File: src/rtl/next_pc_unit.sv
// Next-PC selection with a small trap unit (illegal, ERET, optional external interrupt).
// Define NEXT_PC_IRQ_EN to enable the IRQ latch and interrupt trap path.
module next_pc_unit #(
   parameter int unsigned WL       = 32,
   parameter logic [31:0] TRAP_VEC = 32'h0000_0080
) (
   input  logic          CLK,
   input  logic          RST,
   input  logic [WL-1:0] pc_i,
   input  logic          branch_i,
   input  logic          zero_i,
   input  logic          jump_i,
   input  logic          jump_reg_i,
   input  logic [WL-1:0] ext_imm_i,
   input  logic [25:0]   j_target_i,
   input  logic [WL-1:0] reg_target_i,
   input  logic          stall_i,
   input  logic          illegal_i,
   input  logic          eret_i,
   input  logic          irq_i,
   output logic [WL-1:0] next_pc_o,
   output logic [WL-1:0] epc_o,
   output logic [1:0]    cause_o,
   output logic          in_handler_o,
   output logic          irq_pending_o
);

   localparam logic [WL-1:0] TrapVec = WL'(TRAP_VEC);

   localparam logic [1:0] CauseNone    = 2'b00;
   localparam logic [1:0] CauseIllegal = 2'b01;
   localparam logic [1:0] CauseIrq     = 2'b10;
   localparam logic [1:0] CauseDouble  = 2'b11;

   typedef enum logic [0:0] {StNormal, StHandler} state_e;

   state_e        state_q;
   logic [WL-1:0] epc_q;
   logic [1:0]    cause_q;
   logic          irq_pending;

   logic [WL-1:0] pc_plus4;
   logic [WL-1:0] branch_tgt;
   logic [WL-1:0] jump_tgt;
   logic [WL-1:0] sel_pc;
   logic          in_normal;
   logic          trap_ill;
   logic          trap_dbl;
   logic          trap_irq;
   logic          do_eret;

   assign in_normal = (state_q == StNormal);

   always_comb begin
      pc_plus4   = pc_i + WL'(4);
      branch_tgt = pc_plus4 + (ext_imm_i << 2);
      // Upper bits above the 28-bit jump region come from PC+4.
      jump_tgt   = ((pc_plus4 >> 28) << 28) | WL'({j_target_i, 2'b00});

      trap_ill = !stall_i && illegal_i && in_normal;
      trap_dbl = !stall_i && illegal_i && !in_normal;
      trap_irq = !stall_i && !illegal_i && irq_pending && in_normal;
      do_eret  = !stall_i && !illegal_i && !trap_irq && eret_i && !in_normal;

      sel_pc = pc_plus4;
      if (stall_i) begin
         sel_pc = pc_i;
      end else if (trap_ill || trap_dbl || trap_irq) begin
         sel_pc = TrapVec;
      end else if (do_eret) begin
         sel_pc = epc_q;
      end else if (jump_reg_i) begin
         sel_pc = reg_target_i;
      end else if (jump_i) begin
         sel_pc = jump_tgt;
      end else if (branch_i && zero_i) begin
         sel_pc = branch_tgt;
      end
   end

   assign next_pc_o = RST ? '0 : sel_pc;

   always_ff @(posedge CLK) begin
      if (RST) begin
         state_q <= StNormal;
         epc_q   <= '0;
         cause_q <= CauseNone;
      end else if (trap_ill) begin
         state_q <= StHandler;
         epc_q   <= pc_i;
         cause_q <= CauseIllegal;
      end else if (trap_dbl) begin
         cause_q <= CauseDouble;
      end else if (trap_irq) begin
         state_q <= StHandler;
         epc_q   <= pc_i;
         cause_q <= CauseIrq;
      end else if (do_eret) begin
         state_q <= StNormal;
         cause_q <= CauseNone;
      end
   end

`ifdef NEXT_PC_IRQ_EN
   logic irq_pending_q;

   // Clearing on the service edge takes precedence over a fresh request.
   always_ff @(posedge CLK) begin
      if (RST) begin
         irq_pending_q <= 1'b0;
      end else if (trap_irq) begin
         irq_pending_q <= 1'b0;
      end else if (irq_i) begin
         irq_pending_q <= 1'b1;
      end
   end

   assign irq_pending = irq_pending_q;
`else
   logic unused_irq;
   assign unused_irq  = irq_i;
   assign irq_pending = 1'b0;
`endif

   assign epc_o         = epc_q;
   assign cause_o       = cause_q;
   assign in_handler_o  = (state_q == StHandler);
   assign irq_pending_o = irq_pending;

endmodule

File: config.mk
export PLATFORM = sky130hd
export DESIGN_NAME = next_pc_unit
export DESIGN_NICKNAME = d
export VERILOG_FILES = /design/src/rtl/next_pc_unit.sv
export SDC_FILE = /design/constraint.sdc
export NUM_CORES = 1
export LEC_CHECK = 0
export ABC_CLOCK_PERIOD_IN_PS = 10700
export BUFFER_PORTS_ARGS = -buffer_cell sky130_fd_sc_hd__buf_2
export CORE_MARGIN = 8
export CORE_UTILIZATION = 35
export CTS_CLUSTER_SIZE = 20
export DETAILED_ROUTE_END_ITERATION = 8
export GPL_TIMING_DRIVEN = 0
export PLACE_DENSITY = 0.73
export SLEW_MARGIN = 5
export SYNTH_ARGS = -nofsm -noshare
export SYNTH_HDL_FRONTEND = slang
export SYNTH_SLANG_ARGS = --single-unit
File: constraint.sdc
create_clock -name CLK -period 10.7 [get_ports CLK]
set_clock_uncertainty 0.05 [all_clocks]
set_input_delay 1.07 -clock CLK [delete_from_list [all_inputs] [get_ports CLK]]
set_output_delay 1.07 -clock CLK [all_outputs]
set_load 0.05 [all_outputs]
=== Yosys cells after proc, flatten, opt, wreduce, memory -nomap -nowiden ===
Cells that the tools add are included.

* Word-level logic and storage cells: 37
* Flip-flop bits (word level): 35
* Input port bits: 132

* Reduce and logical (&&, ||, !) cells: 15
* Equality and inequality tests: 1
* Bitwise operators: 2
* $add $sub $neg: 2
* Mux-type cells: 13

{| class="wikitable"
|+ Operator list
! kind !! count
|-
| 32-bit two-way mux || 7
|-
| 32-bit by 3-bit adder with 32-bit output (second input constant) || 1
|-
| 32-bit adder || 1
|-
| 32-bit by 28-bit OR with 32-bit output || 1
|-
| 1-bit logical AND || 7
|-
| 1-bit two-way mux || 4
|-
| 2-bit two-way mux || 2
|-
| 2-bit nonzero test || 2
|-
| 3-bit nonzero test || 1
|-
| 1-bit logical NOT || 2
|-
| 2-bit inequality test (second input constant) || 1
|-
| 2-bit AND reduction || 1
|-
| 2-bit OR reduction || 1
|-
| 1-bit logical OR || 1
|-
| 1-bit NOT || 1
|}

=== Logic depth before layout (Yosys ltp) ===
Gate-level depths: netlist of the first run.

* Depth in word-level cells: 9
* Gate-level depth with buffers: 18
* Depth with buffers taken out: 15

=== Least setup slack after synthesis of the first run ===
Ideal clock, no wire load.

* Path type: input to output
* Start point: in pc_i[9]
* End point: out next_pc_o[31]
* Data arrival time: 5.572 ns
* Stages on the path: 18
* Slack: 4.008 ns
* Cells stage by stage: buf_6 -> nand4_2 -> or3_4 -> or3_2 -> clkbuf_1 -> nor2_1 -> xnor2_1 -> ha_1 -> clkbuf_1 -> nand2_1 -> a2bb2oi_1 -> a211oi_1 -> a31oi_1 -> and3_1 -> a221o_1 -> nor2_1 -> xnor2_1 -> a311oi_1

* Longest elaborated chain between the ends: 9
* Elaborated cells on any way between the ends: 10
* Classes of those cells: add/sub: 2; mux: 7; bitwise: 1

{| class="wikitable"
|+ RTL lines
! element !! RTL line !! RTL
|-
| start: declaration || 9 || <nowiki>input logic [WL-1:0] pc_i,</nowiki>
|-
| 32-bit by 3-bit adder with 32-bit output (*) || 55 || <nowiki>pc_plus4 = pc_i + WL'(4);</nowiki>
|-
| 32-bit adder || 56 || <nowiki>branch_tgt = pc_plus4 + (ext_imm_i << 2);</nowiki>
|-
| 32-bit two-way mux || 76 || <nowiki>end else if (branch_i && zero_i) begin</nowiki>
|-
| 32-bit two-way mux (*) || 74 || <nowiki>end else if (jump_i) begin</nowiki>
|-
| 32-bit two-way mux (*) || 72 || <nowiki>end else if (jump_reg_i) begin</nowiki>
|-
| 32-bit two-way mux (*) || 70 || <nowiki>end else if (do_eret) begin</nowiki>
|-
| 32-bit two-way mux (*) || 68 || <nowiki>end else if (trap_ill || trap_dbl || trap_irq) begin</nowiki>
|-
| 32-bit two-way mux (*) || 66 || <nowiki>if (stall_i) begin</nowiki>
|-
| 32-bit two-way mux (*) || 81 || <nowiki>assign next_pc_o = RST ? '0 : sel_pc;</nowiki>
|-
| end: declaration || 21 || <nowiki>output logic [WL-1:0] next_pc_o,</nowiki>
|}

Every way passes the cells marked *; elsewhere a longest branch is shown, timed or not.

=== Worst setup path after layout of the first run ===
* Start point: in pc_i[10]
* End point: out next_pc_o[22]

* Longest elaborated chain between the ends: 9

{| class="wikitable"
|+ RTL lines
! element !! RTL line
|-
| 32-bit by 3-bit adder with 32-bit output (*) || 55
|-
| 32-bit adder || 56
|-
| 32-bit two-way mux (*) || 76
|-
| 32-bit two-way mux (*) || 74
|-
| 32-bit two-way mux (*) || 72
|-
| 32-bit two-way mux (*) || 70
|-
| 32-bit two-way mux (*) || 68
|-
| 32-bit two-way mux (*) || 66
|-
| 32-bit two-way mux (*) || 81
|}

Marks and branches as above.

==> results of run 1 <==
[state kept, by name, indices dropped and copies added, names as in the netlist]
| register | cells |
|---|---|
| cause_o | 2 |
| epc_o | 32 |
| in_handler_o | 1 |
[routing by layer]
metal  global-route usage (%)  wire, um  share of wire, %
met1                     33.7     10000                40
met2                     41.8     11300                45
met3                     4.64      2580                10
met4                     10.2       970               3.9
met5                        0         0                 0
[power by group]
part	internal (uW)	switching, uW	total [uW]
clock	99.2	55.8	155
sequential	137	5.21	142
combinational	104	214	318
total	340	275	615
[logic make-up (layout without fill, tap and decap cells)]
family,after synthesis,after routing,share of synthesized area [%]
adder cells (fa/ha/maj),35,35,8.96
AO/OA/AOI/OAI,254,254,33.2
other,1,5,0.0754
XOR/XNOR,50,50,8.81
AND/OR/NAND/NOR,304,304,27.2
buffers and inverters,78,276,6.16
flip-flops,35,35,14.1
multiplexers,7,7,1.46
[through the flow]
step	setup WS (ns)	instances	utilization (%)	hold slack (ns)	power [uW]
floorplan	4.01	764	-	0.630	354
global placement	3.89	1134	44.3	0.404	452
detailed placement	3.90	1134	44.3	0.407	454
CTS	3.87	1142	45.4	0.415	608
global route	3.52	1144	45.5	0.437	643
finish	3.71	1146	45.5	0.417	615
[cell type report]
class / count / area (sq um)
inverters: 25 / 93.8
diodes: 4 / 10.0
repair buffers: 190 / 951
multi-input cells: 651 / 3970
flip-flops and latches: 35 / 701
well taps: 180 / 225
fillers: 1543 / 7560
plain buffers: 53 / 213
clock buffers: 8 / 156
[synthesized netlist by cell type (14+ instances only)]
master    count  area [sq um]
inv_1        24          90.1
dfxtp_1      35           701
nor3_1       22           110
o21ai_0      42           210
nand2_1     136           510
a22oi_1      14           105
xnor2_1      33           289
a21oi_1      87           435
nor2_1       70           263
clkbuf_1     46           173
nand3_1      21           105
xor2_1       17           149
ha_1         34           425
[worst paths after layout]
| kind | start | to | slack, ns |
|---|---|---|---|
| max | pc_i[10] | next_pc_o[22] | 3.71 |
| max reg2reg | in_handler_o | epc_o[11] | 9.06 |
| min | epc_o[18] | epc_o[18] | 0.42 |
| min reg2reg | epc_o[18] | epc_o[18] | 0.42 |
[worst max-delay path, cell delays in order]
cell and delay [ns]:
buf_2 0.20, nand4_2 0.16, or3_4 0.37, or3_2 0.47, clkbuf_1 0.21, nor3_1 0.25, xnor2_1 0.23, ha_1 0.29
clkbuf_1 0.20, a21oi_1 0.25, o21ai_0 0.14, a31o_2 0.24, a21o_1 0.16, xnor2_1 0.13, a2111oi_0 0.67, a2111oi_0 0.16
nor3_1 0.31, buf_2 0.33
==> reports/metrics.sh, run 1 <==
CTS_INSERTED_BUFFERS=5
GP_ROUTABILITY_CONGESTION=0.966
DETAIL_ROUTE.DRC_VIOLATIONS=0
FINAL_NETS=1128
CLOCK_SINKS=35
LEAKAGEPOWER_uW=0.00282
GRT_START_MAX_NET_PINS=11
CTSLONGESTPATHBUFFERS=2
GRT_SETUP_UNREPAIRED='false'
REPORT.FINAL.HOLD_VIOL_COUNT=0
VIAS_IN_THE_FIRST_GLOBAL_ROUTE=6532
CTS_TREE='done'
DPL-INSTANCE-AREA_SQ_UM=6150
WORST_SLEW_PIN_SLEW_NS=1.16
MAPPEDNETLISTNETS=931
FINAL_CELL_MIX='191 x buf_2, 136 x nand2_1, 87 x a21oi_1, 70 x nor2_1, 47 x clkbuf_1'
DESIGN.DIE.AREA_SQ_UM=18300
DRT-VIAS-PER-INSTANCE=5.99
ASYNC_FLOP_SHARE_PCT=0
SYNTH-SEQ-AREA-SHARE_PCT=14.1
DRTITER0DRC=935
DISTINCT_CELL_TYPE_COUNT_OF_THE_SYNTHESIZED_NETLIST=65
AREA_DELTA_SYNTH_FINAL_PCT=27.0
HOLD_PATH.CLASS='register to register'
FIN_TNS_SETUP_NS=0
CHIPWIDTH_UM=135
MAXCAPVIOLATIONS=0
OVERFLOW=0
ROUTE.ANTENNA.REMAINING_NETS=0
GRT_ANTENNA_BEFORE_REPAIR=2
MOST_COMMON_CELL_AFTER_LAYOUT_FILL_AND_TAPS_ASIDE='buf_2'
CTS_SETUP_BUFFERS=0
CTS_CLK_PIN_SLEW_WORST_PATHS_NS=0.06
FINAL_LAYOUT_SIZE_SUFFIX_GT1_SHARE_PCT=22.0
FLOORPLAN.DIE.HEIGHT_UM=135
IO_PINS=200
SETUP_VIOL=0
CTS_STAGE_HOLD_BUFFER_COUNT=0
CTS_RESIZED=0
SYNTHCELLS=764
IR_DROP_uV=92.9
FMAXACHIEVABLE_GHz=0.143
WORST_EP_ARRIVAL_TIME_NS=5.87
GR-USAGE-ALL-LAYERS_PCT=26.0
TIMING.CRITICAL_PATH.FROM_TYPE='input port'
RUN_STATUS='finished clean'
FLOORPLAN.INITIALDENSITY_PCT=35.8
SITE_ROW_COUNT=43
PERIOD_UTILIZATION_POST_ROUTE_PCT=65.4
SYNTH-EDFF-COUNT=0
WIRE_LENGTH_OF_THE_FIRST_GLOBAL_ROUTING_PASS_UM=37100
NETLIST_AREA_SQ_UM=4970
POSTSYNTH.TOPFLOPCELL='dfxtp_1'
CTSROOTBUFFERMASTER='clkbuf_16'
CP_DATA_REQUIRED_TIME_NS=9.58
WORST_SLEW_MARGIN_REL_PCT=21.9
ROUTEDWLPERCELL_UM=21.7
CRITICALPATHCATEGORY='input port to output port'
DP_HPWL_UM=20200
WORSTPATHMAXFANOUT=8
POSTROUTEWIRELENGTH_UM=24900
COUNT_OF_SYNTHESIS_STAGE_WARNINGS_FROM_YOSYS=0
PLACEABLECOREAREA_SQ_UM=13900
HOLD_PATH_DEPTH=2
LATER_PIN_CLOCK_LATENCY_IN_THE_SKEW_REPORT_NS=0.28
FIN_CRIT_NS=6.99
SYNTH.FF_LATCH_COUNT=35
SYNTHESIZED_AREA_DIVIDED_BY_SYNTHESIZED_CELL_COUNT_SQ_UM=6.51
VIAS=6864
PORT_BUFFERS=190
R2R.WORST_PATH.CELLS=5
POWERDENSITY_nW_PER_UM2=97.3
DRV_SLEW=0
LAYOUT.CELL_AREA.NON_FILLER_SQ_UM=6320
CP-END-KIND='output port'
HTREE_LEVELS=2
DETAILEDROUTE.FIRSTPASSITERATIONCOUNT=6
(Power assumes the default switching activity.)
==> run 2: changes to the inputs <==
- ABC_CLOCK_PERIOD_IN_PS: 10700 -> 6400
- PLACE_DENSITY: 0.73 -> 0.75
- clock period: 10.7 -> 6.4 ns (I/O delays scaled with it)
==> run 2 against run 1 <==
  * Largest power group unchanged
  * Routed wire length grew 0.89%
  * Sequential power grew 67%
  * Power grew 68%
  * Via count grew 0.87%
  * Utilization is essentially flat
  * Hold slack gained 0.0018 ns
  * Final cell count shrank 0.17%
  * Design area is essentially flat
  * Highest routed layer unchanged
  * Clock power grew 69%
  * Critical path depth grew 1
==> reports/metrics.sh, run 2 (synthesis results as in run 1) <==
CTS_TREE='done'
LATER_PIN_CLOCK_LATENCY_IN_THE_SKEW_REPORT_NS=0.27
CRITPATHLAUNCH='pc_i[10]'
ROUTEDWLPERCELL_UM=21.9
POSTROUTEWIRELENGTH_UM=25100
GRT_ANTENNA_BEFORE_REPAIR=1
FIN_CRIT_NS=6.13
CLOCK_SINKS=35
ROUTE.ANTENNA.REMAINING_NETS=0
CP_DATA_REQUIRED_TIME_NS=5.71
FIN_TNS_SETUP_NS=0
FMAXACHIEVABLE_GHz=0.163
IR_DROP_uV=129
WORST_SLEW_PIN_SLEW_NS=1.16
DETAIL_ROUTE.DRC_VIOLATIONS=0
FLOORPLAN.DIE.HEIGHT_UM=135
WIRE_LENGTH_OF_THE_FIRST_GLOBAL_ROUTING_PASS_UM=37200
TIMING.CRITICAL_PATH.FROM_TYPE='input port'
POWERDENSITY_nW_PER_UM2=163
CTSROOTBUFFERMASTER='clkbuf_16'
DRV_SLEW=0
GRT_SETUP_UNREPAIRED='false'
AREA_DELTA_SYNTH_FINAL_PCT=26.9
CRITICALPATHCATEGORY='input port to output port'
GR-USAGE-ALL-LAYERS_PCT=25.9
GP_ROUTABILITY_CONGESTION=0.987
WORST_EP_ARRIVAL_TIME_NS=5.44
GRT_START_MAX_NET_PINS=11
VIAS_IN_THE_FIRST_GLOBAL_ROUTE=6548
CTS_RESIZED=0
HOLD_SLACK_NS=0.418
LARGEST_REGISTER_FFS=32
DRT-VIAS-PER-INSTANCE=6.05
CTS_INSERTED_BUFFERS=5
VIAS=6924
PERIOD_UTILIZATION_POST_ROUTE_PCT=95.7
DP_HPWL_UM=20200
FINAL_CELL_MIX='191 x buf_2, 136 x nand2_1, 87 x a21oi_1, 70 x nor2_1, 47 x clkbuf_1'
DETAILEDROUTE.FIRSTPASSITERATIONCOUNT=6
CHIPWIDTH_UM=135
IO_PINS=200
WORST_SLEW_MARGIN_REL_PCT=21.9
PLACEABLECOREAREA_SQ_UM=13900
CTS_STAGE_HOLD_BUFFER_COUNT=0
FLOORPLAN.INITIALDENSITY_PCT=35.8
WORST_R2R_STARTPOINT='in_handler_o'
RUN_STATUS='finished clean'
OVERFLOW=0
HTREE_LEVELS=2
CTSLONGESTPATHBUFFERS=2
PORT_BUFFERS=190
DRTITER0DRC=891
LAYOUT.CELL_AREA.NON_FILLER_SQ_UM=6310
DESIGN.DIE.AREA_SQ_UM=18300
MIN_FROM='epc_o[1]'
FINAL_LAYOUT_SIZE_SUFFIX_GT1_SHARE_PCT=22.0
SETUP_VIOL=0
WORSTPATHMAXFANOUT=7
SITE_ROW_COUNT=43
LEAKAGEPOWER_uW=0.00282
DPL-INSTANCE-AREA_SQ_UM=6150
FINAL_NETS=1128
MOST_COMMON_CELL_AFTER_LAYOUT_FILL_AND_TAPS_ASIDE='buf_2'
MAXCAPVIOLATIONS=0
CP-END-KIND='output port'
REPORT.FINAL.HOLD_VIOL_COUNT=0
CTS_SETUP_BUFFERS=0
FINAL_CORE_UTILIZATION_PCT=45.5
WORST-R2R-SETUP-SLACK_NS=4.75
CTS_CLK_PIN_SLEW_WORST_PATHS_NS=0.05
HOLD_PATH.CLASS='register to register'
-- run 2: cell types whose count changed in the layout (fill, tap and decap cells not counted) --
cell     change
diode_2      -2
-- run 2: critical path, stage by stage --
cell,delay [ns]
buf_2,0.19
nand4_2,0.15
or3_4,0.37
or3_2,0.48
clkbuf_1,0.22
nor2_1,0.28
xnor2_1,0.16
ha_1,0.29
clkbuf_1,0.26
nand2_1,0.12
a2bb2oi_1,0.16
a211oi_1,0.31
a31oi_1,0.23
and3_1,0.23
a221o_1,0.29
nor2_1,0.28
xnor2_1,0.13
a311oi_1,0.32
buf_2,0.33
-- run 2: layer usage --
metal	GRT usage, %	wire length, um	vias up
met2	40.5	11100	524
met1	34.0	9880	3127
met4	12.1	1190	0
li1	-	-	3181
met3	4.41	2910	92
met5	0	0	-
-- run 2: through the flow --
step	total power (uW)	std cells	setup WS [ns]
after global placement	756	1134	0.406
after global routing	1080	1143	0.0474
after CTS	1020	1142	0.457
after floorplan	591	764	0.568
final	1030	1144	0.273
after detailed placement	759	1134	0.496
-- run 2: final cells by class --
cell class / count / area, sq um
fillers: 1482 / 7570
multi-input cells: 651 / 3970
repair buffers: 190 / 951
flip-flops and latches: 35 / 701
well taps: 180 / 225
plain buffers: 53 / 213
clock buffers: 8 / 156
inverters: 25 / 93.8
diodes: 2 / 5.00
-- run 2: worst paths after layout --
kind / end / cells after the start
max: next_pc_o[31] / 19
max reg2reg: epc_o[20] / 5
min reg2reg: epc_o[1] / 2
min: epc_o[1] / 2
-- run 2: power by group --
part           switching [uW]  leakage (uW)  internal (uW)
Clock                    95.8     0.0000772            166
Sequential               8.92      0.000286            228
Combinational             359       0.00246            173
==> run 3: changes to the inputs <==
- PLACE_DENSITY: 0.75 -> 0.69
==> run 3 against run 2 <==
  * Power is 1.8% higher
  * Hold slack improved by 0.00084 ns
  * Sequential power about the same
  * Utilization rose by 0.13 points
  * Global-route usage decreased by 0.46 points
  * Critical path type unchanged
  * Critical endpoint is now next_pc_o[22]
  * Highest routed layer unchanged
==> reports/metrics.sh, run 3 (synthesis results as in run 1) <==
DRV_SLEW=0
REPORT.FINAL.HOLD_VIOL_COUNT=0
CP-END-KIND='output port'
PERIOD_UTILIZATION_POST_ROUTE_PCT=95.0
CTS_TREE='done'
HTREE_LEVELS=2
CTS_RESIZED=0
POWERDENSITY_nW_PER_UM2=166
CTSROOTBUFFERMASTER='clkbuf_16'
CTS_INSERTED_BUFFERS=5
FINAL_NETS=1128
CTS_SETUP_BUFFERS=0
CRIT_CHAIN='buf_2 -> nand4_2 -> or3_4 -> or3_2 -> clkbuf_1 -> nor3_1 -> xnor2_1 -> ha_1 -> clkbuf_1 -> a21oi_1 -> o21ai_0 -> a31o_2 -> a21o_1 -> xnor2_1 -> a2111oi_0 -> a2111oi_0 -> nor3_1 -> buf_2'
GRT_SETUP_UNREPAIRED='false'
WORST_PATH_LARGEST_CELL_DELAY_NS=0.70
FMAXACHIEVABLE_GHz=0.164
WORST_R2R_ENDPOINT='epc_o[11]'
LATER_PIN_CLOCK_LATENCY_IN_THE_SKEW_REPORT_NS=0.28
GR-USAGE-ALL-LAYERS_PCT=25.5
CTSLONGESTPATHBUFFERS=2
DP_HPWL_UM=20000
LEAKAGEPOWER_uW=0.00283
MIN_FROM='epc_o[25]'
DETAIL_ROUTE.DRC_VIOLATIONS=0
FIN_CRIT_NS=6.08
FLOORPLAN.INITIALDENSITY_PCT=35.8
CHIPWIDTH_UM=135
GRT_START_MAX_NET_PINS=13
DETAILEDROUTE.FIRSTPASSITERATIONCOUNT=6
HOLD_PATH_DEPTH=2
VIAS_IN_THE_FIRST_GLOBAL_ROUTE=6580
DRT-VIAS-PER-INSTANCE=6.00
WORST-R2R-SETUP-SLACK_NS=4.75
RUN_STATUS='finished clean'
FLOORPLAN.DIE.HEIGHT_UM=135
LARGEST_REGISTER_FFS=32
HOLD_PATH.CLASS='register to register'
HOLD_SLACK_NS=0.419
TIMING.CRITICAL_PATH.FROM_TYPE='input port'
SETUP_VIOL=0
POSTROUTEWIRELENGTH_UM=24800
DRTITER0DRC=953
OVERFLOW=0
CTS_CLK_PIN_SLEW_WORST_PATHS_NS=0.06
FILL_CELLS=1546
ROUTE.ANTENNA.REMAINING_NETS=0
MAXCAPVIOLATIONS=0
MIN_TO='epc_o[25]'
IO_PINS=200
CP_DATA_REQUIRED_TIME_NS=5.71
WORSTPATHMAXFANOUT=8
PLACEABLECOREAREA_SQ_UM=13900
IR_DROP_uV=128
CP_SLOWEST_CELL='a2111oi_0'
GRT_ANTENNA_BEFORE_REPAIR=2
WORST_SLEW_MARGIN_REL_PCT=17.8
CLOCK_SINKS=35
FINAL_LAYOUT_SIZE_SUFFIX_GT1_SHARE_PCT=22.1
PORT_BUFFERS=190
VIAS=6880
R2R.WORST_PATH.CELLS=5
POST-LAYOUT-TOTAL-POWER_uW=1050
FIN_TNS_SETUP_NS=0
WIRE_LENGTH_OF_THE_FIRST_GLOBAL_ROUTING_PASS_UM=36400
ROUTEDWLPERCELL_UM=21.6
WORST_SLEW_PIN_SLEW_NS=1.22
FINAL_CELL_MIX='191 x buf_2, 136 x nand2_1, 87 x a21oi_1, 70 x nor2_1, 46 x clkbuf_1'
DESIGN.DIE.AREA_SQ_UM=18300
WORST_R2R_STARTPOINT='in_handler_o'
GP_ROUTABILITY_CONGESTION=0.981
MOST_COMMON_CELL_AFTER_LAYOUT_FILL_AND_TAPS_ASIDE='buf_2'
WORST_EP_ARRIVAL_TIME_NS=5.39
PATH_DELAY_FAMILY='compound AO/OA/AOI/OAI gates'
WORST-PATH-BUF-INV=4
CRITICALPATHCATEGORY='input port to output port'
SITE_ROW_COUNT=43
AREA_DELTA_SYNTH_FINAL_PCT=27.2
CTS_STAGE_HOLD_BUFFER_COUNT=0
==> run 3: cell count changes in the layout (fill, tap and decap cells not counted), sizes merged <==
cell	change
clkinv	+2
diode	+2
clkbuf	-3
bufinv	+1
==> run 3: per-layer routing <==
metal / vias to the layer above / GRT usage (%) / wire, um
met4: 0 / 12.8 / 1110
met2: 498 / 39.7 / 10900
met1: 3123 / 32.5 / 9990
li1: 3173 / - / -
met3: 86 / 5.34 / 2720
met5: - / 0 / 0
==> run 3: power by group <==
group	total, uW	internal (uW)	switching (uW)
Clock	282	184	98.1
Combinational	531	173	357
Sequential	237	228	8.98
Total	1050	585	464
==> run 3: worst max-delay path by stage <==
stage                     to      from  slack, ns  cells past startpoint
2_1_floorplan  next_pc_o[31]   pc_i[9]       0.57                     18
3_3_place_gp   next_pc_o[31]  pc_i[10]       0.48                     19
3_5_place_dp   next_pc_o[31]  pc_i[10]       0.48                     19
4_1_cts        next_pc_o[31]  pc_i[10]       0.45                     19
5_1_grt        next_pc_o[31]  pc_i[10]       0.07                     19
6_report       next_pc_o[22]  pc_i[10]       0.32                     18
==> run 3: final cells by class <==
class	instances	area (sq um)	area share (%)
flip-flops and latches	35	701	11.1
repair buffers	190	951	15.0
clock inverters	3	43.8	0.692
inverters	25	93.8	1.48
plain buffers	53	213	3.36
well taps	180	225	3.56
multi-input cells	651	3970	62.7
diodes	4	10.0	0.158
clock buffers	5	125	1.98
==> run 3: worst min-delay path: stages, from the launching register on <==
cell and delay, ns:
dfxtp_1 0.32, nand2_1 0.05, a21oi_1 0.05
==> run 3: through the flow <==
stage | cell area, sq um | util (%) | setup slack [ns] | instances
final | 6330 | 45.6 | 0.317 | 1146
after CTS | 6320 | 45.5 | 0.450 | 1142
after global placement | 6150 | 44.3 | 0.483 | 1134
after detailed placement | 6150 | 44.3 | 0.476 | 1134
after global routing | 6320 | 45.6 | 0.0651 | 1144
after floorplan | 4970 | - | 0.568 | 764
